===== config.mk =====
export PLATFORM = sky130hd
export DESIGN_NAME = data_table_dispatch
export DESIGN_NICKNAME = d
export VERILOG_FILES = /design/src/rtl/data_table_dispatch.sv
export SDC_FILE = /design/constraint.sdc
export NUM_CORES = 1
export LEC_CHECK = 0
export ABC_AREA = 1
export CAP_MARGIN = 30
export CELL_PAD_IN_SITES_DETAIL_PLACEMENT = 1
export CELL_PAD_IN_SITES_GLOBAL_PLACEMENT = 1
export CORE_AREA = 4 4 192 194
export DETAILED_ROUTE_END_ITERATION = 16
export DIE_AREA = 0 0 196 198
export MAX_ROUTING_LAYER = met4
export PLACE_DENSITY_LB_ADDON = 0.05
export RECOVER_POWER = 25
export SLEW_MARGIN = 20
export SYNTH_ARGS = -nofsm -noshare
export SYNTH_HDL_FRONTEND = slang
export SYNTH_SLANG_ARGS = --single-unit

===== constraint.sdc =====
create_clock -name clk_i -period 3.5 [get_ports clk_i]
set_input_delay 0.35 -clock clk_i [delete_from_list [all_inputs] [get_ports clk_i]]
set_output_delay 0.35 -clock clk_i [all_outputs]
set_load 0.005 [all_outputs]

===== src/rtl/data_table_dispatch.sv =====
// Single-issue scheduler for the linked-list data table: decodes a task, grants one engine
// exclusive data-RAM access, forwards its result, then idles the RAM for the read latency.
package data_table_pkg;
  localparam int TABLE_ADDR_WIDTH = 8;
  localparam int KEY_WIDTH        = 16;
  localparam int VALUE_WIDTH      = 16;

  localparam logic [2:0] OP_SEARCH = 3'd1;
  localparam logic [2:0] OP_INSERT = 3'd2;
  localparam logic [2:0] OP_DELETE = 3'd3;

  typedef struct packed {
    logic [2:0]             opcode;
    logic [KEY_WIDTH-1:0]   key;
    logic [VALUE_WIDTH-1:0] value;
  } cmd_t;

  typedef struct packed {
    cmd_t                        cmd;
    logic [TABLE_ADDR_WIDTH-1:0] head_ptr;
    logic                        head_valid;
  } ht_pdata_t;

  typedef struct packed {
    logic [2:0]                  opcode;
    logic [1:0]                  rescode;
    logic [VALUE_WIDTH-1:0]      value;
    logic [TABLE_ADDR_WIDTH-1:0] bucket;
  } ht_result_t;

  typedef struct packed {
    logic [KEY_WIDTH-1:0]        key;
    logic [VALUE_WIDTH-1:0]      value;
    logic [TABLE_ADDR_WIDTH-1:0] next_ptr;
    logic                        next_valid;
  } ram_data_t;
endpackage

module data_table_dispatch
  import data_table_pkg::*;
#(
  parameter int A_WIDTH     = TABLE_ADDR_WIDTH,
  parameter int RAM_LATENCY = 2,
  parameter int WDOG_CYCLES = 4096,
  parameter int CNT_WIDTH   = 32
) (
  input  logic                           clk_i,
  input  logic                           rst_i,
  input  ht_pdata_t                      task_i,
  input  logic                           task_valid_i,
  output logic                           task_ready_o,
  output ht_pdata_t                      eng_task_o,
  output logic [2:0]                     eng_task_valid_o,
  input  logic [2:0]                     eng_task_ready_i,
  input  ht_result_t [2:0]               eng_result_i,
  input  logic [2:0]                     eng_result_valid_i,
  output logic [2:0]                     eng_result_ready_o,
  input  logic [2:0][A_WIDTH-1:0]        eng_rd_addr_i,
  input  logic [2:0]                     eng_rd_en_i,
  input  logic [2:0][A_WIDTH-1:0]        eng_wr_addr_i,
  input  ram_data_t [2:0]                eng_wr_data_i,
  input  logic [2:0]                     eng_wr_en_i,
  output logic [A_WIDTH-1:0]             ram_rd_addr_o,
  output logic                           ram_rd_en_o,
  output logic [A_WIDTH-1:0]             ram_wr_addr_o,
  output ram_data_t                      ram_wr_data_o,
  output logic                           ram_wr_en_o,
  output ht_result_t                     result_o,
  output logic                           result_valid_o,
  input  logic                           result_ready_i,
  output logic                           err_illegal_op_o,
  output logic                           err_access_o,
  output logic                           err_timeout_o,
  output logic [CNT_WIDTH-1:0]           done_cnt_o
);

  localparam logic [1:0] IDLE_S     = 2'd0;
  localparam logic [1:0] DISPATCH_S = 2'd1;
  localparam logic [1:0] BUSY_S     = 2'd2;
  localparam logic [1:0] GUARD_S    = 2'd3;

  localparam int GW = (RAM_LATENCY > 1) ? $clog2(RAM_LATENCY + 1) : 1;
  localparam int WW = (WDOG_CYCLES > 1) ? $clog2(WDOG_CYCLES + 1) : 1;
  localparam logic [GW-1:0] GUARD_LOAD = GW'(RAM_LATENCY);
  localparam logic [WW-1:0] WDOG_LIMIT = WW'(WDOG_CYCLES);

  logic [1:0]           state_q,    state_d;
  logic [2:0]           grant_q,    grant_d;
  ht_pdata_t            task_q,     task_d;
  logic [GW-1:0]        guard_q,    guard_d;
  logic [WW-1:0]        wdog_q,     wdog_d;
  logic                 timeout_q,  timeout_d;
  logic                 illegal_q,  illegal_d;
  logic                 access_q,   access_d;
  logic [CNT_WIDTH-1:0] done_cnt_q, done_cnt_d;

  logic [2:0] dec_grant;
  logic [1:0] sel;
  logic       active;
  logic [2:0] blocked;

  always_comb begin
    dec_grant = 3'b000;
    case (task_i.cmd.opcode)
      OP_SEARCH: dec_grant = 3'b001;
      OP_INSERT: dec_grant = 3'b010;
      OP_DELETE: dec_grant = 3'b100;
      default:   dec_grant = 3'b000;
    endcase
  end

  always_comb begin
    sel = 2'd0;
    if (grant_q[1])      sel = 2'd1;
    else if (grant_q[2]) sel = 2'd2;
  end

  // The grant owns the RAM from dispatch until the guard interval has drained.
  assign active  = (state_q != IDLE_S);
  assign blocked = (eng_rd_en_i | eng_wr_en_i) & ~(active ? grant_q : 3'b000);

  assign task_ready_o       = (state_q == IDLE_S);
  assign eng_task_o         = task_q;
  assign eng_task_valid_o   = (state_q == DISPATCH_S) ? grant_q : 3'b000;
  assign result_valid_o     = (state_q == BUSY_S) & eng_result_valid_i[sel];
  assign result_o           = (state_q == BUSY_S) ? eng_result_i[sel] : '0;
  assign eng_result_ready_o = (state_q == BUSY_S) ? (grant_q & {3{result_ready_i}}) : 3'b000;

  assign ram_rd_addr_o = active ? eng_rd_addr_i[sel] : '0;
  assign ram_rd_en_o   = active & eng_rd_en_i[sel];
  assign ram_wr_addr_o = active ? eng_wr_addr_i[sel] : '0;
  assign ram_wr_data_o = active ? eng_wr_data_i[sel] : '0;
  assign ram_wr_en_o   = active & eng_wr_en_i[sel];

  assign err_illegal_op_o = illegal_q;
  assign err_access_o     = access_q;
  assign err_timeout_o    = timeout_q;
  assign done_cnt_o       = done_cnt_q;

  always_comb begin
    state_d    = state_q;
    grant_d    = grant_q;
    task_d     = task_q;
    guard_d    = guard_q;
    wdog_d     = wdog_q;
    timeout_d  = timeout_q;
    illegal_d  = 1'b0;
    access_d   = |blocked;
    done_cnt_d = done_cnt_q;

    case (state_q)
      IDLE_S: begin
        if (task_valid_i) begin
          task_d  = task_i;
          grant_d = dec_grant;
          if (|dec_grant) begin
            state_d = DISPATCH_S;
            wdog_d  = '0;
          end else begin
            illegal_d = 1'b1;
          end
        end
      end
      DISPATCH_S: begin
        if (|(eng_task_ready_i & grant_q)) state_d = BUSY_S;
      end
      BUSY_S: begin
        if (result_valid_o && result_ready_i) begin
          done_cnt_d = done_cnt_q + 1'b1;
          if (RAM_LATENCY == 0) begin
            state_d = IDLE_S;
            grant_d = 3'b000;
          end else begin
            state_d = GUARD_S;
            guard_d = GUARD_LOAD;
          end
        end
      end
      default: begin
        if (guard_q <= GW'(1)) begin
          state_d = IDLE_S;
          grant_d = 3'b000;
          guard_d = '0;
        end else begin
          guard_d = guard_q - 1'b1;
        end
      end
    endcase

    // Watchdog only flags; the engine is still allowed to finish.
    if ((WDOG_CYCLES != 0) && ((state_q == DISPATCH_S) || (state_q == BUSY_S))) begin
      if (wdog_q != WDOG_LIMIT) wdog_d = wdog_q + 1'b1;
      if (wdog_d == WDOG_LIMIT) timeout_d = 1'b1;
    end
  end

  always_ff @(posedge clk_i or posedge rst_i) begin
    if (rst_i) begin
      state_q    <= IDLE_S;
      grant_q    <= 3'b000;
      task_q     <= '0;
      guard_q    <= '0;
      wdog_q     <= '0;
      timeout_q  <= 1'b0;
      illegal_q  <= 1'b0;
      access_q   <= 1'b0;
      done_cnt_q <= '0;
    end else begin
      state_q    <= state_d;
      grant_q    <= grant_d;
      task_q     <= task_d;
      guard_q    <= guard_d;
      wdog_q     <= wdog_d;
      timeout_q  <= timeout_d;
      illegal_q  <= illegal_d;
      access_q   <= access_d;
      done_cnt_q <= done_cnt_d;
    end
  end

endmodule


; ---- Word level (Yosys, flattened, before mapping)
; Index checks and enable logic that the tools add are counted.
[classes]
magnitude_cmp = 2
addsub = 3
div = 0
multipliers = 0
n_reduce_logical = 17
mux = 45
shift = 0
n_bitwise = 10
n_eq_ne = 11
[ops]
columns = op, n
row1 = 41-bit binary-select mux with 2-bit select, 1
row2 = 41-bit 2-to-1 mux, 2
row3 = 13-bit 2-to-1 mux, 6
row4 = 29-bit binary-select mux with 2-bit select, 1
row5 = 29-bit 2-to-1 mux, 2
row6 = "32-bit by 1-bit adder with 32-bit output, second input constant", 1
row7 = 8-bit binary-select mux with 2-bit select, 2
row8 = 8-bit 2-to-1 mux, 4
row9 = 2-bit 2-to-1 mux, 9
row10 = 3-bit 2-to-1 mux, 5
row11 = "13-bit by 1-bit adder with 13-bit output, second input constant", 1
row12 = "13-bit == test, second input constant", 1
row13 = "13-bit inequality test, second input constant", 1
row14 = 3-bit bitwise AND, 3
row15 = 3-bit case mux with 3 select lines, 1
row16 = 3-bit OR reduction, 3
row17 = 2-bit AND reduction, 4
row18 = 1-bit binary-select mux with 2-bit select, 3
row19 = "3-bit by 2-bit == test with 1-bit output, second input constant", 2
row20 = 1-bit 2-to-1 mux, 6
row21 = "2-bit by 1-bit inequality test with 1-bit output, second input constant", 3
row22 = 2-bit case mux with 3 select lines, 1
row23 = 3-bit case mux with 2 select lines, 1
row24 = 5-bit AND reduction, 1
row25 = other kinds (19), 24
[word_totals]
rom_bits = 0
mem_bits_rw = 0
mem_count = 0
latchBits = 0
elab_cells = 101
register_bits = 99

; ---- Longest topological paths before layout
; Gate-level depths: netlist of the first run.
[logic_depth]
ltp_word = 10
depth_mapped = 13

; ---- Worst setup path before layout of the first run
; OpenSTA, ideal clock, no wires.
[synth_timing]
kind = flip-flop to output port
startpoint = register state_q[0]
endpoint = output port ram_wr_data_o[30] (netlist bit)
stages_incl_launch_ff = 9
t_required_ns = 3.150
n_path_buf = 3
t_arrival_ns = 1.473
path_slack_ns = 1.677
path_cell_list = dfrtp_1 inv_1 ha_1 buf_4 clkinv_1 clkbuf_1 buf_2 nand2_1 inv_1
[synth_rtl]
columns = element, line
row1 = "start, declared", 87  ; logic [1:0] state_q, state_d;
row2 = "start signal, assigned", 209  ; state_q <= state_d;
row3 = "end, declared", 66  ; output ram_data_t ram_wr_data_o,

==> results.md, run 1 <==
- Status: finished with violations
- Failing checks: capacitance limit, slew limit
- Die area: 38800 µm²
- Largest net degree at the start of global routing: 93
- EDFF count, synth: 0
- Fin area: 13200 µm²
- Core Area: 35200 µm²
- CP peak stage delay: 510 ps
- Count leader, synth: nand2_1
- RR Startpoint: grant_q[1]$_DFFE_PP0P_
- Count of input and output buffers: about 490
- Final ANT Viol Nets: 0
- R2r worst-path depth: 9
- Met3 Usage GRT: 6.13%
- DR pass1 iterations: 4
- YS warnings: 0
- Critical path class: register to output pin
- DP Worst Slack: just under 1000 ps
- Top Ports: 493
- Sequential cell area: 2480 µm²
- Fin crit period: 2870 ps
- DP HPWL: ~35000 µm
- Setup_tns: 0 ps
- Die Y: 198 µm
- Cell Chain, Critical Path: inv_2 > buf_4 > nand3_1 > nand3_1 > nand2_1 > inv_1 > clkdlybuf4s50_1
- Reg2reg end: done_cnt_o[2]$_DFFE_PP0P_
- Clk sink count: 99
- Vias in the first global route: 9994
- Initial cell density of the core: about a fifth
- RSZ-0062 raised after global routing: false
- Crit-path most repeated cell: nand3_1
- Footprint of the multi-input gates: between 4000 and 5000 µm²
- M2 GR Usage: a little under two fifths
- Avg Synthesized Cell Area: 6.05 µm²
- Crit start category: register
- Setup crit end kind: output pin
- Busiest layer in global routing: met2
- Placed cells: 2141
- Setup Viol. Count Final: 0
- Slowest CP cell: clkdlybuf4s50_1
- Clk pin slew, worst setup/hold paths: 70 ps
- Critical Path RT: between 3000 and 4000 ps
- CTS Hold Buffers Added: 0
- Gate Count Post-Synth: 1241
- Num CTS Buffers: 9
- Post-Syn Area: 7510 µm²
- Overall Global Routing Usage: 22.4%
- Ys async rst share: 100%
- Share of cells above drive strength 1: 3.24%
- Hold Fails Final Rpt: 0
- Die X: 196 µm
- Worst VDD drop: 0.305 mV
- CTS-repair resized insts: 0
- Worst Path Arrival: 2520 ps
- Max Clock Freq: approximately 0.35 GHz
- Drt drc: 0
- Fill cell count: 4448
- Via count: 9672
- Max_slew headroom: -52.0%
- Initial antenna violation count: 15
- GPL Wtd Cong: 0.920
- Met1 GRT Util: roughly a quarter
- Worst Hold Path Cells: 2
- P per Cell Area: around 630 nW/µm²
- Clock buffer depth: 2
- Critical path fanouts, max: 35
- Clock Skew: ~6.4 ps
- Top FF cell, synth: dfrtp_1
- Worst Tran Pin Value: 2280 ps
- Clock Latency Late Sink: between 300 and 400 ps
- Post-synthesis sequential area ratio: 33.0%
- Grt total ovfl: 0
- Max-capacitance violation count: 1
- Pleak: 6.24 nW
- Area leader, netlist: dfrtp_1
- Final std cells w/o fill: 2172
- Area fraction of the dominant cell type after synthesis: 33.0%
- Worst setup path startpoint: grant_q[2]$_DFFE_PP0P_
- Hold Crit Class: register to register
- Max-slew violations: 55
- TritonCTS clock tree: done
- Syn_nets: 1565
- Final period util: 81.9%
- Register bit count reported by yosys: between 90 and 100
- Total Wirelength: 43900 µm
- Setup ws final: between 600 and 700 ps
- Wire length per cell: 20.2 µm
- Vias per Instance: 4.45
- Synth top cells by count: 524 x nand2_1, 216 x nand3_1, 152 x inv_1
- H-tree depth: 3
- Area grow syn2layout: 76.0%
- Row cnt: 69
- Iteration-0 DRC Markers: 333
- Clock Root Buffer: clkbuf_16
- Nets: just over 2000
- R2R setup slack: 1010 ps
- Global-route wire length before repair: approximately 65000 µm
- Synth top area cells: dfrtp_1 33%, nand2_1 26%, nand3_1 14%
- Postcts setup bufs: 0
- Hold Crit Endpoint: err_timeout_o$_DFFE_PP0P_
- HP Start: err_timeout_o$_DFFE_PP0P_
- Placed instance area: 12900 µm²
- Synth cell types: 35
[worst max path at each step]
stage | to | slack (ps)
final | result_o[15] | 630
after detailed placement | ram_wr_addr_o[4] | 960
after global placement | done_cnt_o[2]$_DFFE_PP0P_ | 810
after CTS | result_o[15] | 560
after global routing | eng_task_o[40]$_DFFE_PP0P_ | 310
after floorplan | done_cnt_o[0]$_DFFE_PP0P_ | 560
[critical path, delay by kind of cell, from the launching register on]
| kind | cells | cell delay (ps) |
|---|---|---|
| buffers and inverters | 4 | 1380 |
| DFF | 1 | 420 |
| and+or+nand+nor | 3 | 330 |
[routing by layer]
metal	part of all wire, %	up-vias
li1	-	4757
met1	41	4614
met5	0	-
met3	6.5	48
met4	3.0	0
met2	49	253
[final cells by class]
cell class	instances	area share, %
diodes	15	0.284
clock buffers	12	1.86
clock inverters	4	0.379
inverters	157	4.48
multi-input cells	917	31.3
flip-flops and latches	99	18.8
well taps	461	4.36
repair buffers	507	38.6
[cells in the final DEF, fill, tap and decap left out, types with 11 or more instances in the layout]
cell	instances
xnor2_1	11
nand3_1	216
nand2_1	524
o21ai_0	27
dfrtp_1	98
nor2_1	48
diode_2	15
inv_1	151
nor3_1	20
xor2_1	18
clkdlybuf4s50_1	488
[state kept, by name, summed over array words and instances (netlist names)]
name,count
grant_q,3
state_q,2
err_access_o,1
err_timeout_o,1
wdog_q,13
err_illegal_op_o,1
guard_q,2
done_cnt_o,32
eng_task_o,44
[logic make-up after synthesis]
logic type,count (synthesis),synth area share (%)
compound gates,42,3.22
xor+xnor,30,3.60
fa+ha+maj,6,0.999
buf+inv,225,12.0
flops,99,33.0
simple gates,839,47.2
[metrics by stage]
step	utilization (%)	power [mW]	hold WS, ps
floorplan	-	4.30	457
detailed placement	36.6	7.47	468
global route	37.5	9.11	496
finish	37.5	8.38	478
CTS	37.4	8.57	488
global placement	36.5	7.41	451
[power by group]
part           switching [mW]  internal [mW]
logic                    2.83           2.62
clock network           0.464          0.575
registers               0.339           1.56
(Power assumes the default switching activity.)
==> run 2, diff against run 1 <==
--- a/config.mk
+++ b/config.mk
@@ -9,9 +9,9 @@
 export CAP_MARGIN = 30
 export CELL_PAD_IN_SITES_DETAIL_PLACEMENT = 1
 export CELL_PAD_IN_SITES_GLOBAL_PLACEMENT = 1
-export CORE_AREA = 4 4 192 194
+export CORE_MARGIN = 4
+export CORE_UTILIZATION = 21
 export DETAILED_ROUTE_END_ITERATION = 16
-export DIE_AREA = 0 0 196 198
 export MAX_ROUTING_LAYER = met4
 export PLACE_DENSITY_LB_ADDON = 0.05
 export RECOVER_POWER = 25
==> constraint.sdc (replaced) <==
create_clock -name clk_i -period 2.6 [get_ports clk_i]
set_input_delay 0.26 -clock clk_i [delete_from_list [all_inputs] [get_ports clk_i]]
set_output_delay 0.26 -clock clk_i [all_outputs]
set_load 0.005 [all_outputs]
==> run 2 against run 1 <==
Compared with the run above:
- the run now ends clean
- flip-flop and latch count is the same
- global-route usage shrank 0.31 points
- first-iteration DRC count shrank 1.8%
- combinational power rose by 39%
- die area is 0.12% higher
==> results.md, run 2 (synthesis gave the netlist of run 1 again) <==
- Fill cell count: 4440
- Setup_tns: 0 ps
- RSZ-0062 raised after global routing: false
- Setup ws final: 100 ps
- Critical path class: register to output pin
- Max-slew violations: 0
- Clock Skew: 10.7 ps
- Die Y: 197 µm
- Status: completed
- Final period util: 96.2%
- GPL Wtd Cong: 0.891
- Total Wirelength: between 40000 and 50000 µm
- Setup crit end kind: output pin
- CP peak stage delay: ~560 ps
- Sequential cell area: 2480 µm²
- Max-capacitance violation count: 0
- HP Start: task_i[7]
- DP HPWL: 34600 µm
- Iteration-0 DRC Markers: approximately 330
- Count of input and output buffers: 492
- Top Ports: 493
- Wire length per cell: approximately 20 µm
- Die area: roughly 39000 µm²
- Hold Crit Endpoint: eng_task_o[7]$_DFFE_PP0P_
- Area grow syn2layout: 79.7%
- Largest net degree at the start of global routing: 92
- Critical Path RT: 2340 ps
- Most common cell after layout, fill and taps aside: nand2_1
- Hold Crit Class: input port to register
- Grt total ovfl: 0
- Worst Hold Path Cells: 3
- Crit start category: register
- Drt drc: 0
- P_sw: 4.97 mW
- Die X: 197 µm
- CTS Hold Buffers Added: 0
- CTS-repair resized insts: 0
- Max_slew headroom: 20.6%
- Global-route wire length before repair: 64100 µm
- Fin area: 13500 µm²
- RR Startpoint: grant_q[1]$_DFFE_PP0P_
- Clock Root Buffer: clkbuf_16
- Footprint of the multi-input gates: about 4100 µm²
- Vias per Instance: 4.45
- Max Clock Freq: 0.400 GHz
- Clk sink count: 99
- Switch share: 42.9%
- Clock Latency Late Sink: 360 ps
- Worst Tran Pin Value: 1180 ps
- Layout Utilization: about two fifths
- Num CTS Buffers: 9
- Fin crit period: between 2000 and 2500 ps
- H-tree depth: 3
- Slowest CP cell: clkdlybuf4s50_1
- R2R setup slack: 450 ps
- Row cnt: 69
- Critical path fanouts, max: 19
- DP Worst Slack: 427 ps
- Gate power share: 65.6%
- Max reg flops: 44
- TritonCTS clock tree: done
- DR pass1 iterations: 4
- Core Area: 35400 µm²
- Initial cell density of the core: 21.2%
- Pleak: 6.44 nW
- P per Cell Area: around 860 nW/µm²
- Overall Global Routing Usage: 22.1%
- Postcts setup bufs: 0
- Setup Viol. Count Final: 0
- Worst Path Arrival: 2240 ps
- Final ANT Viol Nets: 0
- Cell Chain, Critical Path: inv_4 > nand2_1 > clkinv_4 > clkbuf_16 > nand2_1 > nand3_1 > nand2_1 > inv_1 > clkdlybuf4s50_1
- Commonest cells after routing, fill and taps aside: 524 x nand2_1, 487 x clkdlybuf4s50_1, 216 x nand3_1, 150 x inv_1, 98 x dfrtp_1
- Worst hold slack: 423 ps
- Hold Fails Final Rpt: 0
- Nets: roughly 2000
- Sequential share of power: 22.1%
- Share of cells above drive strength 1: 4.32%
- Clock power share: 12.4%
- Placed instance area: 13100 µm²
- Clk pin slew, worst setup/hold paths: about 80 ps
- Via count: 9738
- Vias in the first global route: 10100
- Reg2reg end: done_cnt_o[2]$_DFFE_PP0P_
- Clock buffer depth: 2
- Worst VDD drop: slightly above 0.4 mV
- R2r worst-path depth: 12
- Power Internal: 6.60 mW
- Initial antenna violation count: 16
- Crit-path most repeated cell: nand2_1
-- run 2: cell count changes in the layout (fill, tap and decap cells not counted), sizes merged --
cell           previous run  this run
buf                      13        27
clkdlybuf4s50           488       487
clkinv                    3         1
clkinvlp                  2         1
diode                    15        17
dlygate4sd3               4         1
dlymetal6s2s              0         4
inv                     155       160
-- run 2: area by class of cell --
| class | count | share of cell area (%) |
|---|---|---|
| Clock buffer | 10 | 1.70 |
| Tap cell | 461 | 4.27 |
| Clock inverter | 6 | 0.566 |
| Multi-Input combinational cell | 917 | 30.7 |
| Antenna cell | 17 | 0.315 |
| Inverter | 157 | 4.43 |
| Sequential cell | 99 | 18.4 |
| Timing Repair Buffer | 523 | 39.7 |
-- run 2: stage by stage --
| stage | cells | total power, mW |
|---|---|---|
| after CTS | 2169 | 11.7 |
| after floorplan | 1241 | 5.79 |
| after detailed placement | 2153 | 10.1 |
| after global routing | 2189 | 12.6 |
| final | 2190 | 11.6 |
| after global placement | 2153 | 10.1 |
-- run 2: power groups by stage --
stage	Sequential [mW]	Clock (mW)	Combinational, mW
after floorplan	2.49	0	3.30
final	2.55	1.43	7.59
after CTS	2.57	1.51	7.61
after global placement	2.57	0	7.51
after detailed placement	2.57	0	7.57
after global routing	2.64	1.56	8.38
-- run 2: routing by layer --
metal,part of all wire (%),vias up,track usage (%)
li1,-,4794,-
met1,40,4641,25.3
met2,50,269,37.7
met3,8.0,34,6.57
met4,1.5,0,6.01
met5,0,-,-
-- run 2: how the worst max path moves through the flow --
stage          depth (start not counted)                end  slack, ps                   start
5_1_grt                                9   ram_rd_addr_o[1]          3  grant_q[1]$_DFFE_PP0P_
3_5_place_dp                           9  ram_wr_data_o[11]        430  grant_q[1]$_DFFE_PP0P_
4_1_cts                                9  ram_wr_data_o[11]          8  grant_q[1]$_DFFE_PP0P_
6_report                               9   ram_wr_addr_o[6]        100  grant_q[1]$_DFFE_PP0P_
2_1_floorplan                          8  ram_wr_data_o[30]        870  state_q[0]$_DFFE_PP0P_
3_3_place_gp                           9   ram_wr_data_o[3]        430  grant_q[1]$_DFFE_PP0P_
-- run 2: worst max-delay path, delay by kind of cell (launching register included) --
family | cells | cell delay [ps]
AND/OR/NAND/NOR | 4 | 270
buffers and inverters | 5 | 1110
flip-flops | 1 | 510
